===== src/rtl/pwm_update_scheduler_if.sv =====
// Configuration strobe and output pin bundle between the register file and the PWM scheduler.
// The master drives configuration; the slave (scheduler) drives pins and status.
interface pwm_update_scheduler_if;
    logic [7:0]  en_reg_out_7_0;
    logic [7:0]  en_reg_out_15_8;
    logic [7:0]  en_reg_pwm_7_0;
    logic [7:0]  en_reg_pwm_15_8;
    logic [7:0]  pwm_duty_cycle;
    logic        cfg_valid;
    logic [15:0] out;
    logic        period_start;
    logic        update_pending;
    logic        update_applied;

    modport master (
        output en_reg_out_7_0, en_reg_out_15_8, en_reg_pwm_7_0, en_reg_pwm_15_8,
               pwm_duty_cycle, cfg_valid,
        input  out, period_start, update_pending, update_applied
    );

    modport slave (
        input  en_reg_out_7_0, en_reg_out_15_8, en_reg_pwm_7_0, en_reg_pwm_15_8,
               pwm_duty_cycle, cfg_valid,
        output out, period_start, update_pending, update_applied
    );
endinterface


===== src/rtl/pwm_update_scheduler.sv =====
// PWM period counter with shadowed configuration committed only at period boundaries.
// Optional duty ramping is enabled by defining DUTY_RAMP_EN.
//
// state      | meaning
// -----------+---------------------------------------------------------------
// ST_IDLE    | active config up to date, shadow holds nothing new
// ST_PENDING | shadow holds a config waiting for the next period boundary
// ST_RAMPING | enables committed, duty stepping toward target (DUTY_RAMP_EN)
module pwm_update_scheduler #(
    parameter int unsigned PRESCALE  = 4,
    parameter int unsigned RAMP_STEP = 1
) (
    input  logic                   clk,
    input  logic                   rst_n,
    pwm_update_scheduler_if.slave  bus
);

    if (PRESCALE < 1 || PRESCALE > 65535 || RAMP_STEP < 1) begin : g_bad_param
        $error("pwm_update_scheduler: PRESCALE must be 1..65535 and RAMP_STEP >= 1");
    end

    localparam logic [15:0] PRE_LAST = 16'(PRESCALE - 1);

    typedef enum logic [1:0] {
        ST_IDLE    = 2'd0,
        ST_PENDING = 2'd1
`ifdef DUTY_RAMP_EN
        ,
        ST_RAMPING = 2'd2
`endif
    } state_t;

    state_t      state_q, state_d;
    logic [15:0] pre_cnt_q, pre_cnt_d;
    logic [7:0]  pwm_cnt_q, pwm_cnt_d;
    logic        period_start_q;
    logic        pending_q;
    logic        applied_q, applied_d;
    logic [15:0] sh_en_out_q, sh_en_out_d;
    logic [15:0] sh_en_pwm_q, sh_en_pwm_d;
    logic [7:0]  sh_duty_q, sh_duty_d;
    logic [15:0] act_en_out_q, act_en_out_d;
    logic [15:0] act_en_pwm_q, act_en_pwm_d;
    logic [7:0]  act_duty_q, act_duty_d;
    logic [15:0] out_q, out_d;

    logic        tick;
    logic        boundary;
    logic        level;
    logic [15:0] in_en_out, in_en_pwm;
    logic [15:0] src_en_out, src_en_pwm;
    logic [7:0]  src_duty;

`ifdef DUTY_RAMP_EN
    localparam int unsigned STEP_C = (RAMP_STEP > 255) ? 255 : RAMP_STEP;
    localparam logic [7:0]  STEP8  = 8'(STEP_C);

    logic [7:0] tgt_duty_q, tgt_duty_d;
    logic [7:0] ramp_next;

    // Moves cur toward tgt by at most STEP8, landing exactly on tgt when closer.
    function automatic logic [7:0] ramp_step(input logic [7:0] cur, input logic [7:0] tgt);
        logic [7:0] diff;
        if (tgt > cur) begin
            diff = tgt - cur;
            return (diff > STEP8) ? cur + STEP8 : tgt;
        end else begin
            diff = cur - tgt;
            return (diff > STEP8) ? cur - STEP8 : tgt;
        end
    endfunction
`endif

    assign in_en_out = {bus.en_reg_out_15_8, bus.en_reg_out_7_0};
    assign in_en_pwm = {bus.en_reg_pwm_15_8, bus.en_reg_pwm_7_0};

    // A strobe on the boundary cycle bypasses the shadow so the newest inputs win.
    assign src_en_out = bus.cfg_valid ? in_en_out          : sh_en_out_q;
    assign src_en_pwm = bus.cfg_valid ? in_en_pwm          : sh_en_pwm_q;
    assign src_duty   = bus.cfg_valid ? bus.pwm_duty_cycle : sh_duty_q;

    assign tick     = (pre_cnt_q == PRE_LAST);
    assign boundary = tick && (pwm_cnt_q == 8'hFF);
    assign level    = (act_duty_q == 8'hFF) || (pwm_cnt_q < act_duty_q);

    assign pre_cnt_d = tick ? 16'd0 : pre_cnt_q + 16'd1;
    assign pwm_cnt_d = tick ? pwm_cnt_q + 8'd1 : pwm_cnt_q;
    assign out_d     = act_en_out_q & (~act_en_pwm_q | {16{level}});

    assign sh_en_out_d = bus.cfg_valid ? in_en_out          : sh_en_out_q;
    assign sh_en_pwm_d = bus.cfg_valid ? in_en_pwm          : sh_en_pwm_q;
    assign sh_duty_d   = bus.cfg_valid ? bus.pwm_duty_cycle : sh_duty_q;

`ifdef DUTY_RAMP_EN
    assign ramp_next = ramp_step(act_duty_q, src_duty);
`endif

    always_comb begin
        state_d      = state_q;
        applied_d    = 1'b0;
        act_en_out_d = act_en_out_q;
        act_en_pwm_d = act_en_pwm_q;
        act_duty_d   = act_duty_q;
`ifdef DUTY_RAMP_EN
        tgt_duty_d   = tgt_duty_q;
`endif
        case (state_q)
            ST_IDLE, ST_PENDING: begin
                if (boundary && (bus.cfg_valid || state_q == ST_PENDING)) begin
                    act_en_out_d = src_en_out;
                    act_en_pwm_d = src_en_pwm;
`ifdef DUTY_RAMP_EN
                    tgt_duty_d = src_duty;
                    if (src_duty == act_duty_q) begin
                        applied_d = 1'b1;
                        state_d   = ST_IDLE;
                    end else begin
                        state_d = ST_RAMPING;
                    end
`else
                    act_duty_d = src_duty;
                    applied_d  = 1'b1;
                    state_d    = ST_IDLE;
`endif
                end else if (bus.cfg_valid) begin
                    state_d = ST_PENDING;
                end
            end
`ifdef DUTY_RAMP_EN
            ST_RAMPING: begin
                if (bus.cfg_valid) tgt_duty_d = bus.pwm_duty_cycle;
                if (boundary) begin
                    act_en_out_d = src_en_out;
                    act_en_pwm_d = src_en_pwm;
                    act_duty_d   = ramp_next;
                    tgt_duty_d   = src_duty;
                    if (ramp_next == src_duty) begin
                        applied_d = 1'b1;
                        state_d   = ST_IDLE;
                    end
                end
            end
`endif
            default: state_d = ST_IDLE;
        endcase
    end

    always_ff @(posedge clk) begin
        if (!rst_n) begin
            state_q        <= ST_IDLE;
            pre_cnt_q      <= '0;
            pwm_cnt_q      <= '0;
            period_start_q <= 1'b0;
            pending_q      <= 1'b0;
            applied_q      <= 1'b0;
            sh_en_out_q    <= '0;
            sh_en_pwm_q    <= '0;
            sh_duty_q      <= '0;
            act_en_out_q   <= '0;
            act_en_pwm_q   <= '0;
            act_duty_q     <= '0;
            out_q          <= '0;
`ifdef DUTY_RAMP_EN
            tgt_duty_q     <= '0;
`endif
        end else begin
            state_q        <= state_d;
            pre_cnt_q      <= pre_cnt_d;
            pwm_cnt_q      <= pwm_cnt_d;
            period_start_q <= boundary;
            pending_q      <= (state_d != ST_IDLE);
            applied_q      <= applied_d;
            sh_en_out_q    <= sh_en_out_d;
            sh_en_pwm_q    <= sh_en_pwm_d;
            sh_duty_q      <= sh_duty_d;
            act_en_out_q   <= act_en_out_d;
            act_en_pwm_q   <= act_en_pwm_d;
            act_duty_q     <= act_duty_d;
            out_q          <= out_d;
`ifdef DUTY_RAMP_EN
            tgt_duty_q     <= tgt_duty_d;
`endif
        end
    end

    assign bus.out            = out_q;
    assign bus.period_start   = period_start_q;
    assign bus.update_pending = pending_q;
    assign bus.update_applied = applied_q;

endmodule


===== src/flat_wrapper.sv =====
// flat-port wrapper written by rule: the top's interface ports become plain ports
module pwm_update_scheduler_flat 
#(
    parameter int unsigned PRESCALE  = 4,
    parameter int unsigned RAMP_STEP = 1
)
  (clk, rst_n, bus_en_reg_out_7_0, bus_en_reg_out_15_8, bus_en_reg_pwm_7_0, bus_en_reg_pwm_15_8, bus_pwm_duty_cycle, bus_cfg_valid, bus_out, bus_period_start, bus_update_pending, bus_update_applied);
  pwm_update_scheduler_if bus_i ();
  input  logic clk;
  input  logic rst_n;
  input wire logic [$bits(bus_i.en_reg_out_7_0)-1:0] bus_en_reg_out_7_0;
  input wire logic [$bits(bus_i.en_reg_out_15_8)-1:0] bus_en_reg_out_15_8;
  input wire logic [$bits(bus_i.en_reg_pwm_7_0)-1:0] bus_en_reg_pwm_7_0;
  input wire logic [$bits(bus_i.en_reg_pwm_15_8)-1:0] bus_en_reg_pwm_15_8;
  input wire logic [$bits(bus_i.pwm_duty_cycle)-1:0] bus_pwm_duty_cycle;
  input wire logic [$bits(bus_i.cfg_valid)-1:0] bus_cfg_valid;
  output wire logic [$bits(bus_i.out)-1:0] bus_out;
  output wire logic [$bits(bus_i.period_start)-1:0] bus_period_start;
  output wire logic [$bits(bus_i.update_pending)-1:0] bus_update_pending;
  output wire logic [$bits(bus_i.update_applied)-1:0] bus_update_applied;
  assign bus_i.en_reg_out_7_0 = bus_en_reg_out_7_0;
  assign bus_i.en_reg_out_15_8 = bus_en_reg_out_15_8;
  assign bus_i.en_reg_pwm_7_0 = bus_en_reg_pwm_7_0;
  assign bus_i.en_reg_pwm_15_8 = bus_en_reg_pwm_15_8;
  assign bus_i.pwm_duty_cycle = bus_pwm_duty_cycle;
  assign bus_i.cfg_valid = bus_cfg_valid;
  assign bus_out = bus_i.out;
  assign bus_period_start = bus_i.period_start;
  assign bus_update_pending = bus_i.update_pending;
  assign bus_update_applied = bus_i.update_applied;
  pwm_update_scheduler #(.PRESCALE(PRESCALE), .RAMP_STEP(RAMP_STEP)) u_core (.clk(clk), .rst_n(rst_n), .bus(bus_i));
endmodule

===== config.mk =====
export PLATFORM = sky130hd
export DESIGN_NAME = pwm_update_scheduler_flat
export DESIGN_NICKNAME = d
export VERILOG_FILES = /design/src/rtl/pwm_update_scheduler_if.sv /design/src/rtl/pwm_update_scheduler.sv /design/src/flat_wrapper.sv
export SDC_FILE = /design/constraint.sdc
export NUM_CORES = 1
export LEC_CHECK = 0
export CORE_ASPECT_RATIO = 1.5
export CORE_MARGIN = 3
export CORE_UTILIZATION = 48
export CTS_CLUSTER_SIZE = 8
export DETAILED_ROUTE_END_ITERATION = 7
export PLACE_DENSITY = 0.8
export RECOVER_POWER = 25
export SLEW_MARGIN = 30
export SYNTH_ARGS = -nofsm -noshare
export SYNTH_HDL_FRONTEND = slang
export SYNTH_SLANG_ARGS = --single-unit

===== constraint.sdc =====
create_clock -name clk -period 2.25 [get_ports clk]
set_input_delay 0.45 -clock clk [delete_from_list [all_inputs] [get_ports clk]]
set_output_delay 0.45 -clock clk [all_outputs]
set_load 0.03 [all_outputs]

==> key figures <==
Floorplanning
  – Core outline area: 10,200 um^2
  – Starting density of the core: 49.8%
  – Die W: 89.9 um
  – Floorplan die area: 11,900 um^2
  – Number of rows in the core area: 45
  – # IOs: 62
  – Vertical extent of the die: 132 um

Run status
  – Run status: finished clean

Worst setup path
  – Type of element capturing the critical path: flop
  – Delay-heaviest family, CP: simple AND/OR/NAND/NOR gates
  – Critical path type: flop to flop
  – Cell breakdown of the critical path: ha_2, nor4b_4, buf_4, nand4_1, buf_4, buf_4, or4_1, a21oi_1
  – WP buf/inv: 3
  – Endpoint required time on the critical path: 2.58 ns
  – Setup slack, reg-to-reg: 0.13 ns
  – Slowest cell on the critical path: sky130_fd_sc_hd__or4_1
  – Worst EP arrival: 2.46 ns
  – Kind of start point of the critical path: flop
  – Worst-path fanout max: 8
  – CP dominant cell by count: sky130_fd_sc_hd__buf_4
  – R2R depth: 8
  – Origin of the critical flop-to-flop path: u_core.pre_cnt_q[0]
  – Largest stage delay on the critical path: 0.49 ns
  – Capture instance of the worst register-to-register path: u_core.pwm_cnt_q[5]

Timing
  – Slew Limit Fails: 0
  – Setup-violating endpoint count in the final report: 0
  – Tcrit/Tclk final: 94.4%
  – Final hold violations: 0
  – Tmin final: 2.12 ns
  – Final worst clock skew: 0.0121 ns
  – Highest Clock Rate: 471 MHz
  – Least-Margin Pin Slew: 1.36 ns
  – RSZ-0062 raised after global routing: false
  – Post-route worst setup slack: 0.127 ns
  – Remaining max-slew budget at the tightest pin: 9.07%
  – Setup TNS: 0 ns

Synth
  – Fraction of synthesis flops using an asynchronous set or reset pin: 0%
  – Post-synth top cells: sky130_fd_sc_hd__dfxtp_1 (125), sky130_fd_sc_hd__nor2_1 (70), sky130_fd_sc_hd__mux2i_1 (41)
  – Mapped Cells: 455
  – Area share of the largest cell type after synthesis: 49.3%
  – Number of nets in the synthesized netlist: 507
  – Number of warnings issued by yosys: 0
  – Cell types occupying the most area after synthesis: sky130_fd_sc_hd__dfxtp_1 (49%), sky130_fd_sc_hd__mux2_4 (12%), sky130_fd_sc_hd__mux2i_1 (8.1%)
  – Portion of the post-synthesis area used by sequential elements: 49.3%
  – Number of synthesized register bits: 125
  – Total standard cell area after synthesis: 5070 um^2
  – Number of flops mapped to enable cells by yosys: 0
  – Post-synthesis cell type count: 39
  – Avg Cell Area, Syn: 11.1 um^2
  – Library cell with the highest instance count after synthesis: sky130_fd_sc_hd__dfxtp_1
  – Cell type contributing the most total cell area after synthesis: sky130_fd_sc_hd__dfxtp_1
  – Most frequently used flop master after synthesis: sky130_fd_sc_hd__dfxtp_1

Layout
  – Layout cell share with drive strength beyond 1: 17.5%
  – Reg area: 2500 um^2
  – Fin util: 63.2%
  – Area of combinational cells with multiple inputs: 2350 um^2
  – Area of all placed cells without fillers: 6440 um^2
  – Final #Nets: 583
  – Number of fill cells in the layout: 775
  – Layout area overhead: 26.9%
  – Antenna fix cells: 0

Drt
  – Detailed-routing iteration count for the pre-antenna-repair pass: 4
  – Number of DRC violations after detailed routing: 0
  – Count of routing violations after the opening detailed-route iteration: 162
  – Count of nets left with antenna violations after detail routing: 0
  – Wire length after detailed routing: 10,500 um
  – Routed len/inst: 15.3 um
  – Post-detailed-route via-to-cell ratio: 5.13
  – Total number of vias: 3,501

Placement
  – Setup Slack @ Placement: 0.0424 ns
  – HPWL after DPL: 6920 um
  – Post-place instance area: 5810 um^2
  – Gpl congestion: 0.911
  – Port Buffers: 61

Flow run
  – Max-cap check violation count: 0

Clock network
  – Clock sinks: 125
  – Clock tree root buffer cell: sky130_fd_sc_hd__clkbuf_16
  – Insertion delay of the later-clocked pin in the worst-skew pair: 0.40 ns
  – Clock Path Buffers: 2
  – CTS tree: built
  – Maximum level of the CTS H-tree: 4
  – Number of hold buffers added after CTS: 0
  – Number of CTS-inserted buffers: 17
  – Clock-pin slew reported for the worst setup and hold paths after clock tree synthesis: 0.05 ns

Power
  – Relative contribution of sequential cells to total power: 43.3%
  – Switching power summed over all nets: 1.05 mW
  – Worst IR drop on VDD: 0.554 mV
  – Leak pwr: 2.70 nW
  – Share of power burned in the clock network: 51.6%
  – Pwr dens: 821 nW/um^2
  – Share of total power in combinational logic: 5.1%
  – Switching Share: 19.8%
  – Internal power summed over all cells: 4.24 mW

GRT
  – Antenna violations before repair: 0
  – Vias in the first global route: 3,629
  – Global router's overall resource usage: 18.0%
  – Maximum number of pins on one net before global-route repair: 45
  – Total global routing overflow: 0
  – Global-route wire length before repair: 17,300 um

Min path
  – Endpoint of the worst hold path: u_core.bus.out[12]
  – Worst Hold Launch: u_core.act_en_pwm_q[12]
  – Worst hold stages: 1
  – Type of the most critical hold path: flop to flop
==> kinds of logic (layout without fill, tap and decap cells) <==
logic type,count (synthesis),after routing,share of synthesized area (%)
fa+ha+maj,9,9,2.22
xor+xnor,15,15,2.59
mux,81,81,19.9
flops,125,125,49.3
simple gates,154,154,16.2
buf+inv,35,122,4.83
compound gates,35,35,4.86
other cells,1,1,0.0739
==> per-stage QoR <==
stage	cells	power (mW)	hold slack, ns
floorplan	455	2.48	0.408
global placement	649	2.58	0.423
detailed placement	649	2.59	0.432
CTS	679	5.31	0.438
global route	683	5.44	0.457
finish	683	5.29	0.436
==> worst max path at each step <==
stage | startpoint | to | slack (ns) | depth (start not counted)
after floorplan | u_core.pwm_cnt_q[0] | u_core.act_duty_q[0] | 0.15 | 7
after global placement | u_core.pwm_cnt_q[0] | u_core.act_duty_q[5] | 0.14 | 6
after detailed placement | u_core.pre_cnt_q[0] | u_core.act_en_out_q[14] | 0.04 | 6
after CTS | u_core.pre_cnt_q[0] | u_core.act_en_out_q[8] | 0.03 | 6
after global routing | u_core.pre_cnt_q[0] | u_core.pwm_cnt_q[3] | 0.03 | 9
final | u_core.pre_cnt_q[0] | u_core.pwm_cnt_q[5] | 0.13 | 8
==> state kept, by name, indices dropped and copies added (netlist names), 16 cells and up <==
register             cells
u_core.act_en_out_q     16
u_core.act_en_pwm_q     16
u_core.bus.out          16
u_core.pre_cnt_q        16
u_core.sh_en_out_q      16
u_core.sh_en_pwm_q      16
==> cell type report <==
cell class,instances,area share (%)
Sequential cell,125,38.9
Multi-Input combinational cell,295,36.5
Timing Repair Buffer,80,12.1
Clock buffer,21,6.84
Tap cell,141,2.74
Clock inverter,9,2.25
Inverter,12,0.700
==> power groups by stage <==
stage               Clock (mW)  Combinational, mW  Sequential (mW)
detailed placement           0              0.258             2.33
global placement             0              0.250             2.33
global route              2.85              0.296             2.29
finish                    2.73              0.270             2.29
CTS                       2.76              0.261             2.29
floorplan                    0              0.144             2.33
==> metal layers <==
layer	routed length (um)	vias to the layer above	GRT usage (%)
met5	0	-	0
met4	163	0	6.90
met3	386	13	5.48
met2	5580	80	31.8
met1	4360	1696	20.3
li1	-	1712	-
==> layout by cell type (no fill, tap or decap), drive strengths merged, types with 2 or more instances in the layout <==
cell	instances
a21boi	16
a21oi	6
and2	33
buf	18
bufinv	4
clkbuf	23
clkdlybuf4s50	60
clkinv	5
dfxtp	125
ha	9
inv	12
mux2	40
mux2i	41
nand2	7
nand3	7
nand4	9
nor2	70
nor3	5
nor4	11
nor4b	2
o21a	2
o21ai	3
o31ai	3
or3	4
or4	3
xnor2	13
xor2	2
==> what timing repair did <==
item,CTS,global route
buffers inserted,0,4
endpoints found under the setup margin,0,42
resized for setup,0,4
Note: power is estimated with default switching activity, not from simulation.
